--- src/rtl/pwm_dac_pkg.sv ---
// Shared types and constants for the PWM audio DAC.
// The PWM_DAC_DITHER_EN build option uses the LFSR seed/tap constants defined here.
package pwm_dac_pkg;

    localparam int          M_DEFAULT = 12;
    localparam logic [15:0] LFSR_SEED = 16'hACE1;
    // Right-shifting Galois mask for x^16 + x^14 + x^13 + x^11 + 1.
    localparam logic [15:0] LFSR_TAPS = 16'hB400;

    typedef enum logic {
        RAMP = 1'b0,
        RUN  = 1'b1
    } state_e;

    function automatic int midscale(input int m);
        return 1 << (m - 1);
    endfunction

endpackage

--- src/rtl/pwm_dac_lfsr.sv ---
// 16-bit Galois LFSR; advances one step per cycle with step=1.
// It is instantiated by pwm_dac only when PWM_DAC_DITHER_EN is defined.
module pwm_dac_lfsr
    import pwm_dac_pkg::*;
(
    input  logic        clk,
    input  logic        rst_n,
    input  logic        step,
    output logic [15:0] q
);

    logic [15:0] q_q, q_d;

    always_comb begin
        q_d = q_q;
        if (step) q_d = (q_q >> 1) ^ (q_q[0] ? LFSR_TAPS : 16'h0000);
    end

    always_ff @(posedge clk or negedge rst_n) begin
        if (!rst_n) q_q <= LFSR_SEED;
        else        q_q <= q_d;
    end

    assign q = q_q;

endmodule

--- src/rtl/pwm_dac.sv ---
// PWM audio DAC: one sample per 2^M-clock period, with a soft-start duty ramp to midscale.
// With PWM_DAC_DITHER_EN defined, RUN duty gets 1-LSB LFSR dither, saturating at full scale.
module pwm_dac
    import pwm_dac_pkg::*;
#(
    parameter int M         = M_DEFAULT,
    parameter int RAMP_STEP = 64
) (
    input  logic         clk,
    input  logic         rst_n,
    input  logic         ena,
    input  logic [M-1:0] wave,
    input  logic         mute,
    output logic         sample_req,
    output logic         pwm_out,
    output logic         ramping
);

    localparam logic [M-1:0] MID  = M'(midscale(M));
    localparam logic [M-1:0] MAXV = '1;
    // The step is clamped to midscale so that duty + step always fits in M+1 bits.
    localparam logic [M:0]   STEP = (RAMP_STEP >= midscale(M)) ? {1'b0, MID} : (M+1)'(RAMP_STEP);

    state_e       state_q, state_d;
    logic [M-1:0] cnt_q, cnt_d;
    logic [M-1:0] duty_q, duty_d;
    logic         pwm_q, pwm_d;
    logic         wrap;
    logic [M:0]   ramp_sum;
    logic [M-1:0] run_duty;

    assign wrap     = ena && (cnt_q == MAXV);
    assign ramp_sum = {1'b0, duty_q} + STEP;

`ifdef PWM_DAC_DITHER_EN
    logic [15:0] lfsr_q;
    logic        lfsr_step;
    logic [M:0]  dith_sum;

    assign lfsr_step = wrap && (state_q == RUN);
    assign dith_sum  = {1'b0, wave} + {{M{1'b0}}, lfsr_q[0]};
    assign run_duty  = dith_sum[M] ? MAXV : dith_sum[M-1:0];

    pwm_dac_lfsr u_lfsr (
        .clk   (clk),
        .rst_n (rst_n),
        .step  (lfsr_step),
        .q     (lfsr_q)
    );
`else
    assign run_duty = wave;
`endif

    always_comb begin
        state_d = state_q;
        cnt_d   = cnt_q;
        duty_d  = duty_q;
        pwm_d   = 1'b0;
        if (ena) begin
            cnt_d = cnt_q + M'(1);
            pwm_d = (cnt_q < duty_q);
            if (wrap) begin
                unique case (state_q)
                    RAMP: begin
                        if (ramp_sum >= {1'b0, MID}) begin
                            duty_d  = MID;
                            state_d = RUN;
                        end else begin
                            duty_d = ramp_sum[M-1:0];
                        end
                    end
                    RUN:     duty_d = mute ? MID : run_duty;
                    default: state_d = RAMP;
                endcase
            end
        end
    end

    always_ff @(posedge clk or negedge rst_n) begin
        if (!rst_n) begin
            state_q <= RAMP;
            cnt_q   <= '0;
            duty_q  <= '0;
            pwm_q   <= 1'b0;
        end else begin
            state_q <= state_d;
            cnt_q   <= cnt_d;
            duty_q  <= duty_d;
            pwm_q   <= pwm_d;
        end
    end

    assign sample_req = wrap;
    assign pwm_out    = pwm_q;
    assign ramping    = (state_q == RAMP);

endmodule
--- config.mk ---
export PLATFORM = sky130hd
export DESIGN_NAME = pwm_dac
export DESIGN_NICKNAME = d
export VERILOG_FILES = /design/src/rtl/pwm_dac_pkg.sv /design/src/rtl/pwm_dac_lfsr.sv /design/src/rtl/pwm_dac.sv
export SDC_FILE = /design/constraint.sdc
export NUM_CORES = 1
export LEC_CHECK = 0
export CAP_MARGIN = 40
export CORE_MARGIN = 4
export CORE_UTILIZATION = 58
export DETAILED_ROUTE_END_ITERATION = 10
export PLACE_DENSITY_LB_ADDON = 0.08
export SYNTH_ARGS = -nofsm -noshare
export SYNTH_HDL_FRONTEND = slang
export SYNTH_SLANG_ARGS = --single-unit
--- constraint.sdc ---
create_clock -name clk -period 4.67 [get_ports clk]
set_input_delay 0.7005 -clock clk [delete_from_list [all_inputs] [get_ports clk]]
set_output_delay 0.7005 -clock clk [all_outputs]
set_load 0.1 [all_outputs]
==> results of run 1 <==
## layout make-up
type	count	area [um2]
multi-input combinational	96	752.0
timing repair buffer	21	222.7
clock buffer	3	22.52
tap	28	35.03
sequential	26	650.6
fill	176	579.3
inverter	15	56.30
## flip-flops by register name, summed over array words and instances (netlist names)
register and flops:
cnt_q 12, pwm_out 1, duty_q 12, state_q 1
## metal layers
layer | wire, um | global-route usage (%) | vias up
li1 | - | - | 543
met1 | 1270 | 23.98 | 561
met2 | 1535 | 35.25 | 42
met3 | 134 | 2.632 | 6
met4 | 37 | 6.954 | 0
met5 | 0 | 0 | -
## where the power goes
part | internal [W] | total [W] | switching (W)
Clock | 0.0000302 | 0.0000942 | 0.0000640
Combinational | 0.0000694 | 0.000123 | 0.0000534
Sequential | 0.000254 | 0.000295 | 0.0000417
Total | 0.000353 | 0.000512 | 0.000159
## placed cells by master, fill, tap and decap left out, drive strengths merged, types with 4 or more instances in the layout
cell            n
o21ai           7
dfrtp          26
ha             14
nand2           8
nand3           4
xnor2          11
inv            15
and3            6
a21oi           4
clkdlybuf4s50  17
nor2            5
buf             4
a22o            7
## worst max path at each step
stage               startpoint         end  slack [ns]  cells past startpoint
finish                     ena  sample_req        1.80                      5
global route               ena  sample_req        1.71                      5
CTS                        ena  sample_req        1.81                      5
detailed placement         ena  sample_req        1.81                      5
global placement           ena  sample_req        1.84                      5
floorplan                  ena  sample_req        2.13                      3
## metrics by stage
| step | cells | util, % | hold WS [ns] | power, W |
|---|---|---|---|---|
| after floorplan | 138 | - | 0.4049 | 0.0003681 |
| after global placement | 183 | 72.10 | 0.4902 | 0.0004061 |
| after detailed placement | 186 | 74.04 | 0.4953 | 0.0004218 |
| after CTS | 189 | 75.01 | 0.5253 | 0.0005134 |
| after global routing | 189 | 75.01 | 0.5403 | 0.0005443 |
| final | 189 | 75.01 | 0.5206 | 0.0005123 |
## cell families (layout without fill, tap and decap cells)
family / count (synthesis) / after routing / share of synthesized area, %
and+or+nand+nor: 37 / 37 / 14.81
AOI/OAI and AO/OA: 31 / 31 / 14.98
DFF: 26 / 26 / 44.26
buffers and inverters: 16 / 39 / 4.595
adders and majority gates: 14 / 14 / 11.92
xor gates and xnor gates: 12 / 12 / 7.149
muxes: 2 / 2 / 2.298
==> results.yml, run 1 <==
timing:
  hold_viol_final: 0
  rsz0062_at_grt: "false"
  report.final.slew_viol_count: 0
  tns_ns: 0
  tightest_slew_ns: 0.5837
  period_minus_slack_ns: 2.875
  slew_headroom_pct: 60.96
  clock-skew-final_ns: 0.002111
  max_freq_mhz: 347.9
  post-route-period-util_pct: 61.55
  finalWorstSetupSlack_ns: 1.795
  finalSetupViolCount: 0
pwr:
  power_density_nw_per_um2: 294.6
  leakage_nw: 0.7830
  peakVddDrop_uv: 308.6
run:
  maxCapViolCount: 0
floorplanning:
  fp.dieH_um: 58.35
  io_pins: 19
  dieArea_um2: 3404
  start_util_pct: 63.41
  num_rows: 17
  coreArea_um2: 2318
  dieWidth_um: 58.35
yosys:
  synthesis.area_um2: 1470
  synth.most_common_cell: "dfrtp_1"
  yosys-top-cells-area: "dfrtp_1, ha_1, xnor2_1, a22o_1, inv_1"
  synth_nets: 168
  syn_area_per_cell_um2: 10.65
  synth_seq_area_share_pct: 44.26
  synth_top_area_share_pct: 44.26
  synth_top_area_cell: "dfrtp_1"
  synth_flop_cell: "dfrtp_1"
  synth-async-reset-ratio_pct: 100.0
  ys_ff_latch: 26
  synth_cells: 138
  synth_edf_count: 0
  ys_types: 36
  yosys-top-cells-count: "dfrtp_1, inv_1, ha_1"
  yosysWarnings: 0
setup_path:
  slowest_stage: "clkdlybuf4s50_1"
  r2r-start: "cnt_q[5]"
  cp.arrival_ns: 2.17
  crit_family: "buffers and inverters"
  reg2reg_depth: 5
  cp_max_fo: 7
  start_kind: "input pin"
  path_buf_inv: 2
  cp.required_ns: 3.97
  cp-end-kind: "output pin"
  cpPeakStageDelay_ns: 0.61
  r2r_slack_ns: 2.86
  r2r-end: "duty_q[10]"
  path_cells: "clkdlybuf4s50_1 -> and4_1 -> and2_4 -> and3_1 -> buf_4"
  critPathKind: "in2out"
final_layout:
  antennaDiodeCount: 0
  nNetsFinal: 193
  layout-drive-gt1-share_pct: 8.696
  final_area_um2: 1739
  syn_to_final_growth_pct: 18.30
clocking:
  cts_tree: "done"
  htreeDepth: 1
  cts_made_buffers: 3
  clock-root-buffer: "clkbuf_4"
  holdBufCountCts: 0
  cts_resized: 0
  clk_pin_slew_ns: 0.13
  post_cts_buffers: 0
  cts.sinks: 26
  clk_latency_ns: 0.31
  cts_buffer_depth: 2
detailed_routing:
  drtIter0Drc: 29
  vias: 1152
  wl_per_cell_um: 15.76
  finalWirelength_mm: 2.978
  firstDrtPassIters: 4
  ant_nets: 0
  route.detailed.drc: 0
  avgViaCountPerCell: 6.095
grt:
  track_usage_pct: 19.67
  grt_pass1_vias: 1147
  antenna_found_initial: 0
  grt_pass1_wl_mm: 5.126
  grt_max_degree: 16
  overflow: 0
placed_design:
  numPortBuffers: 18
  dpl.hpwl_mm: 2.391
  routabilityCongestion: 0.9202
  post-place-ws_ns: 1.808
  placedInstanceArea_um2: 1717
worst_hold_path:
  min_from: "duty_q[3]"
  min_delay_path_depth: 1
  holdPathEnd: "duty_q[3]"
  hold_path.class: "reg2reg"
run_status:
  status: "complete, no violations"
(Power assumes the default switching activity.)
==> inputs of run 2 (changes only) <==
CORE_UTILIZATION = 49   (was 58)
clock period = 2.6 ns   (was 4.67 ns; I/O delays follow)
==> run 2 against run 1 <==
Compared with the run above:
- non-clock buffer count fell by 2
- highest routed layer unchanged
- largest cell class unchanged
- register-to-register slack worse by 2.0 ns
- flip-flop and latch count unchanged
- final cell count grew 1.1%
- count of clock-buffer cells in the layout increased by 1
- design area fell by 0.72%
==> results.yml, run 2 (synthesis results as in run 1) <==
run_status:
  status: "complete, no violations"
pwr:
  leakage_nw: 0.7786
  power_density_nw_per_um2: 552.0
  peakVddDrop_uv: 494.5
timing:
  tns_ns: 0
  hold_viol_final: 0
  clock-skew-final_ns: 0.01172
  report.final.slew_viol_count: 0
  period_minus_slack_ns: 2.226
  slew_headroom_pct: 76.79
  rsz0062_at_grt: "false"
  finalSetupViolCount: 0
  finalWorstSetupSlack_ns: 0.3738
  max_freq_mhz: 449.2
  tightest_slew_ns: 0.3461
  post-route-period-util_pct: 85.62
floorplanning:
  coreArea_um2: 2805
  start_util_pct: 52.41
  fp.dieH_um: 62.78
  num_rows: 19
  io_pins: 19
  dieWidth_um: 62.78
  dieArea_um2: 3941
final_layout:
  layout_commonest_cell: "dfrtp_1"
  antennaDiodeCount: 0
  mostFrequentLayoutCells: "dfrtp_1, inv_1, clkdlybuf4s50_1, ha_1, xnor2_1"
  syn_to_final_growth_pct: 17.45
  postLayoutCoreUtil_pct: 61.55
  num-fill-cells: 238
  reg_top3: "cnt_q (12), duty_q (12)"
  nNetsFinal: 191
  fin_cells: 191
  layout-drive-gt1-share_pct: 9.375
placed_design:
  dpl.hpwl_mm: 2.240
  routabilityCongestion: 0.8225
  dp_cells: 187
  post-place-ws_ns: 0.3340
  numPortBuffers: 18
setup_path:
  start_kind: "input pin"
  critPathKind: "in2out"
  slowest_stage: "clkdlybuf4s50_1"
  cp-end-kind: "output pin"
  cp.arrival_ns: 1.84
  path_cells: "clkdlybuf4s50_1 -> and4_1 -> and2_4 -> and3_1 -> buf_12"
  cpPeakStageDelay_ns: 0.62
  cp_max_fo: 7
  cp.required_ns: 2.21
detailed_routing:
  avgViaCountPerCell: 5.764
  ant_nets: 0
  drtIter0Drc: 53
  finalWirelength_mm: 2.876
  wl_per_cell_um: 15.06
  firstDrtPassIters: 5
  vias: 1101
  route.detailed.drc: 0
grt:
  track_usage_pct: 16.44
  grt_pass1_vias: 1144
  overflow: 0
  antenna_found_initial: 0
  grt_pass1_wl_mm: 5.195
  grt_max_degree: 27
clocking:
  holdBufCountCts: 0
  clk_pin_slew_ns: 0.15
  post_cts_buffers: 0
  cts_buffer_depth: 2
  clk_latency_ns: 0.33
  htreeDepth: 1
  clock-root-buffer: "clkbuf_4"
  cts_resized: 0
  cts_tree: "done"
  cts.sinks: 26
  cts_made_buffers: 3
worst_hold_path:
  hold_path.class: "in2async"
run:
  maxCapViolCount: 0
==> run 2: cell types whose count changed in the layout (fill, tap and decap cells not counted), sizes merged <==
cell           delta
clkbuf            +1
clkdlybuf4s50     -2
==> run 2: final timing paths <==
kind	slack, ns	to	start	cells after the start
min in group clk	0.51	cnt_q[8]	cnt_q[8]	1
max	0.37	sample_req	ena	5
min reg2reg	0.51	cnt_q[8]	cnt_q[8]	1
min	0.41	pwm_out	rst_n	2
max reg2reg	0.86	duty_q[0]	cnt_q[5]	5
max in group asynchronous	1.93	cnt_q[4]	rst_n	2
==> run 2: final cells by class <==
cell class	instances	area (um2)	area share, %
sequential	26	650.6	37.68
multi-input combinational	96	752.0	43.55
tap	31	38.79	2.246
clock buffer	4	36.28	2.101
timing repair buffer	19	192.7	11.16
inverter	15	56.30	3.261
==> run 2: layer usage <==
metal  wire length, um  vias to the layer above  track usage (%)
met5                 0                        -                0
met4                22                        0            5.234
met3               126                        2            3.957
met2              1398                       23            26.90
met1              1328                      538            21.40
li1                  -                      538                -
==> run 2: critical path, delay by kind of cell <==
| family | cells | cell delay (ns) |
|---|---|---|
| buf+inv | 2 | 0.80 |
| simple gates | 3 | 0.64 |
==> run 2: report_power, final <==
part / internal [W] / total, W / switching, W
Combinational: 0.000120 / 0.000213 / 0.0000928
Clock: 0.0000856 / 0.000210 / 0.000124
Sequential: 0.000456 / 0.000530 / 0.0000747
Total: 0.000661 / 0.000953 / 0.000292
==> run 2: per-stage QoR <==
| step | power, W | hold slack (ns) | instance area, um2 |
|---|---|---|---|
| 2_1_floorplan | 0.0006611 | 0.09441 | 1470 |
| 3_3_place_gp | 0.0007339 | 0.4962 | 1690 |
| 3_5_place_dp | 0.0007494 | 0.4926 | 1690 |
| 4_1_cts | 0.0009567 | 0.4262 | 1727 |
| 5_1_grt | 0.001014 | 0.4456 | 1727 |
| 6_report | 0.0009531 | 0.4104 | 1727 |
==> inputs of run 3 (changes only) <==
PLACE_DENSITY_LB_ADDON = 0.15   (was 0.08)
SETUP_SLACK_MARGIN = 0.02   (was not set)
==> run 3 against run 2 <==
Compared with the run above:
- clock skew decreased by 0.00095 ns
- critical path depth decreased by 1
- die area unchanged
- flip-flop and latch count unchanged
- register-to-register slack about the same
- largest power group unchanged
- highest routed layer unchanged
==> results.yml, run 3 (synthesis results as in run 1) <==
run_status:
  status: "complete, no violations"
floorplanning:
  coreArea_um2: 2805
  num_rows: 19
  start_util_pct: 52.41
  dieWidth_um: 62.78
  dieArea_um2: 3941
  io_pins: 19
  fp.dieH_um: 62.78
pwr:
  power_density_nw_per_um2: 526.9
  p_comb_share_pct: 22.8
  clkPwrFrac_pct: 19.0
  leakage_nw: 0.7762
  peakVddDrop_uv: 407.0
  sw_frac_of_total_pct: 30.59
  netSwitchingPower_w: 0.0002773
  power_w: 0.0009065
  p_int_w: 0.0006291
  p_seq_share_pct: 58.2
placed_design:
  dp_cells: 188
  dpl.hpwl_mm: 2.229
  placedInstanceArea_um2: 1698
  numPortBuffers: 18
  routabilityCongestion: 0.7724
clocking:
  cts_buffer_depth: 2
  htreeDepth: 1
  clk_pin_slew_ns: 0.14
  clk_latency_ns: 0.32
  cts_made_buffers: 3
  cts_tree: "done"
  clock-root-buffer: "clkbuf_4"
  cts_resized: 0
  post_cts_buffers: 0
  holdBufCountCts: 0
  cts.sinks: 26
detailed_routing:
  wl_per_cell_um: 15.08
  firstDrtPassIters: 4
  drtIter0Drc: 79
  finalWirelength_mm: 2.880
  avgViaCountPerCell: 5.812
  vias: 1110
  route.detailed.drc: 0
  ant_nets: 0
timing:
  finalSetupViolCount: 0
  period_minus_slack_ns: 2.053
  tns_ns: 0
  post-route-period-util_pct: 78.95
  clock-skew-final_ns: 0.01077
  rsz0062_at_grt: "false"
  slew_headroom_pct: 74.70
  report.final.slew_viol_count: 0
  max_freq_mhz: 487.2
  tightest_slew_ns: 0.3781
  hold_viol_final: 0
run:
  maxCapViolCount: 0
setup_path:
  cp.required_ns: 2.21
  cp.arrival_ns: 1.66
  critPathKind: "reg2out"
  cp_max_fo: 6
  cp-end-kind: "output pin"
  reg2reg_depth: 5
  start_kind: "register"
final_layout:
  fin_cells: 191
  reg_top3: "cnt_q (12), duty_q (12)"
  antennaDiodeCount: 0
  syn_to_final_growth_pct: 17.02
  layout_commonest_cell: "dfrtp_1"
  nNetsFinal: 192
  mostFrequentLayoutCells: "dfrtp_1, inv_1, clkdlybuf4s50_1, ha_1, xnor2_1"
  final_area_um2: 1720
  layout-drive-gt1-share_pct: 9.375
grt:
  track_usage_pct: 15.88
  antenna_found_initial: 0
  grt_pass1_wl_mm: 5.016
  grt_max_degree: 27
  overflow: 0
  grt_pass1_vias: 1138
worst_hold_path:
  hold_path.class: "in2async"
==> run 3: cell count changes in the layout (fill, tap and decap cells not counted) <==
cell / previous run / this run
clkbuf_8: 1 / 0
buf_4: 3 / 4
==> run 3: power by group through the flow <==
stage / logic, W / clock network [W] / registers, W
floorplan: 0.000140 / 0 / 0.000521
global placement: 0.000201 / 0 / 0.000534
detailed placement: 0.000209 / 0 / 0.000535
CTS: 0.000211 / 0.000183 / 0.000527
global route: 0.000237 / 0.000206 / 0.000537
finish: 0.000207 / 0.000172 / 0.000527
==> run 3: layout make-up <==
type	count	area [um2]
Fill cell	250	1085
Multi-Input combinational cell	96	752.0
Sequential cell	26	650.6
Timing Repair Buffer	20	200.2
Inverter	15	56.30
Tap cell	31	38.79
Clock buffer	3	22.52
==> run 3: final timing paths <==
| check | to | startpoint | slack [ns] |
|---|---|---|---|
| max in group asynchronous | cnt_q[1] | rst_n | 1.92 |
| setup / recovery | sample_req | cnt_q[5] | 0.55 |
| hold reg to reg | cnt_q[4] | cnt_q[4] | 0.52 |
| setup reg to reg | duty_q[10] | cnt_q[5] | 0.85 |
| min in group clk | cnt_q[4] | cnt_q[4] | 0.52 |
| hold / removal | duty_q[9] | rst_n | 0.41 |
==> run 3: stage by stage <==
stage / hold WS [ns] / util [%] / setup WS (ns)
6_report: 0.4139 / 61.33 / 0.5474
5_1_grt: 0.4384 / 61.33 / 0.4561
4_1_cts: 0.4174 / 61.33 / 0.5299
3_5_place_dp: 0.4960 / 60.53 / 0.5041
3_3_place_gp: 0.4932 / 60.53 / 0.5352
2_1_floorplan: 0.09441 / - / 0.5970
==> run 3: layer usage <==
layer / GRT usage, % / vias to the layer above / share of wire (%)
met2: 27.30 / 21 / 49
met1: 19.50 / 542 / 45
met3: 2.878 / 4 / 4.1
met4: 6.612 / 0 / 1.1
met5: 0 / - / 0
li1: - / 543 / -
==> run 3: critical path, stage by stage (launching register included) <==
cell and delay, ns:
dfrtp_1 0.47, and4_1 0.27, and3_4 0.21, and3_1 0.21, buf_12 0.19
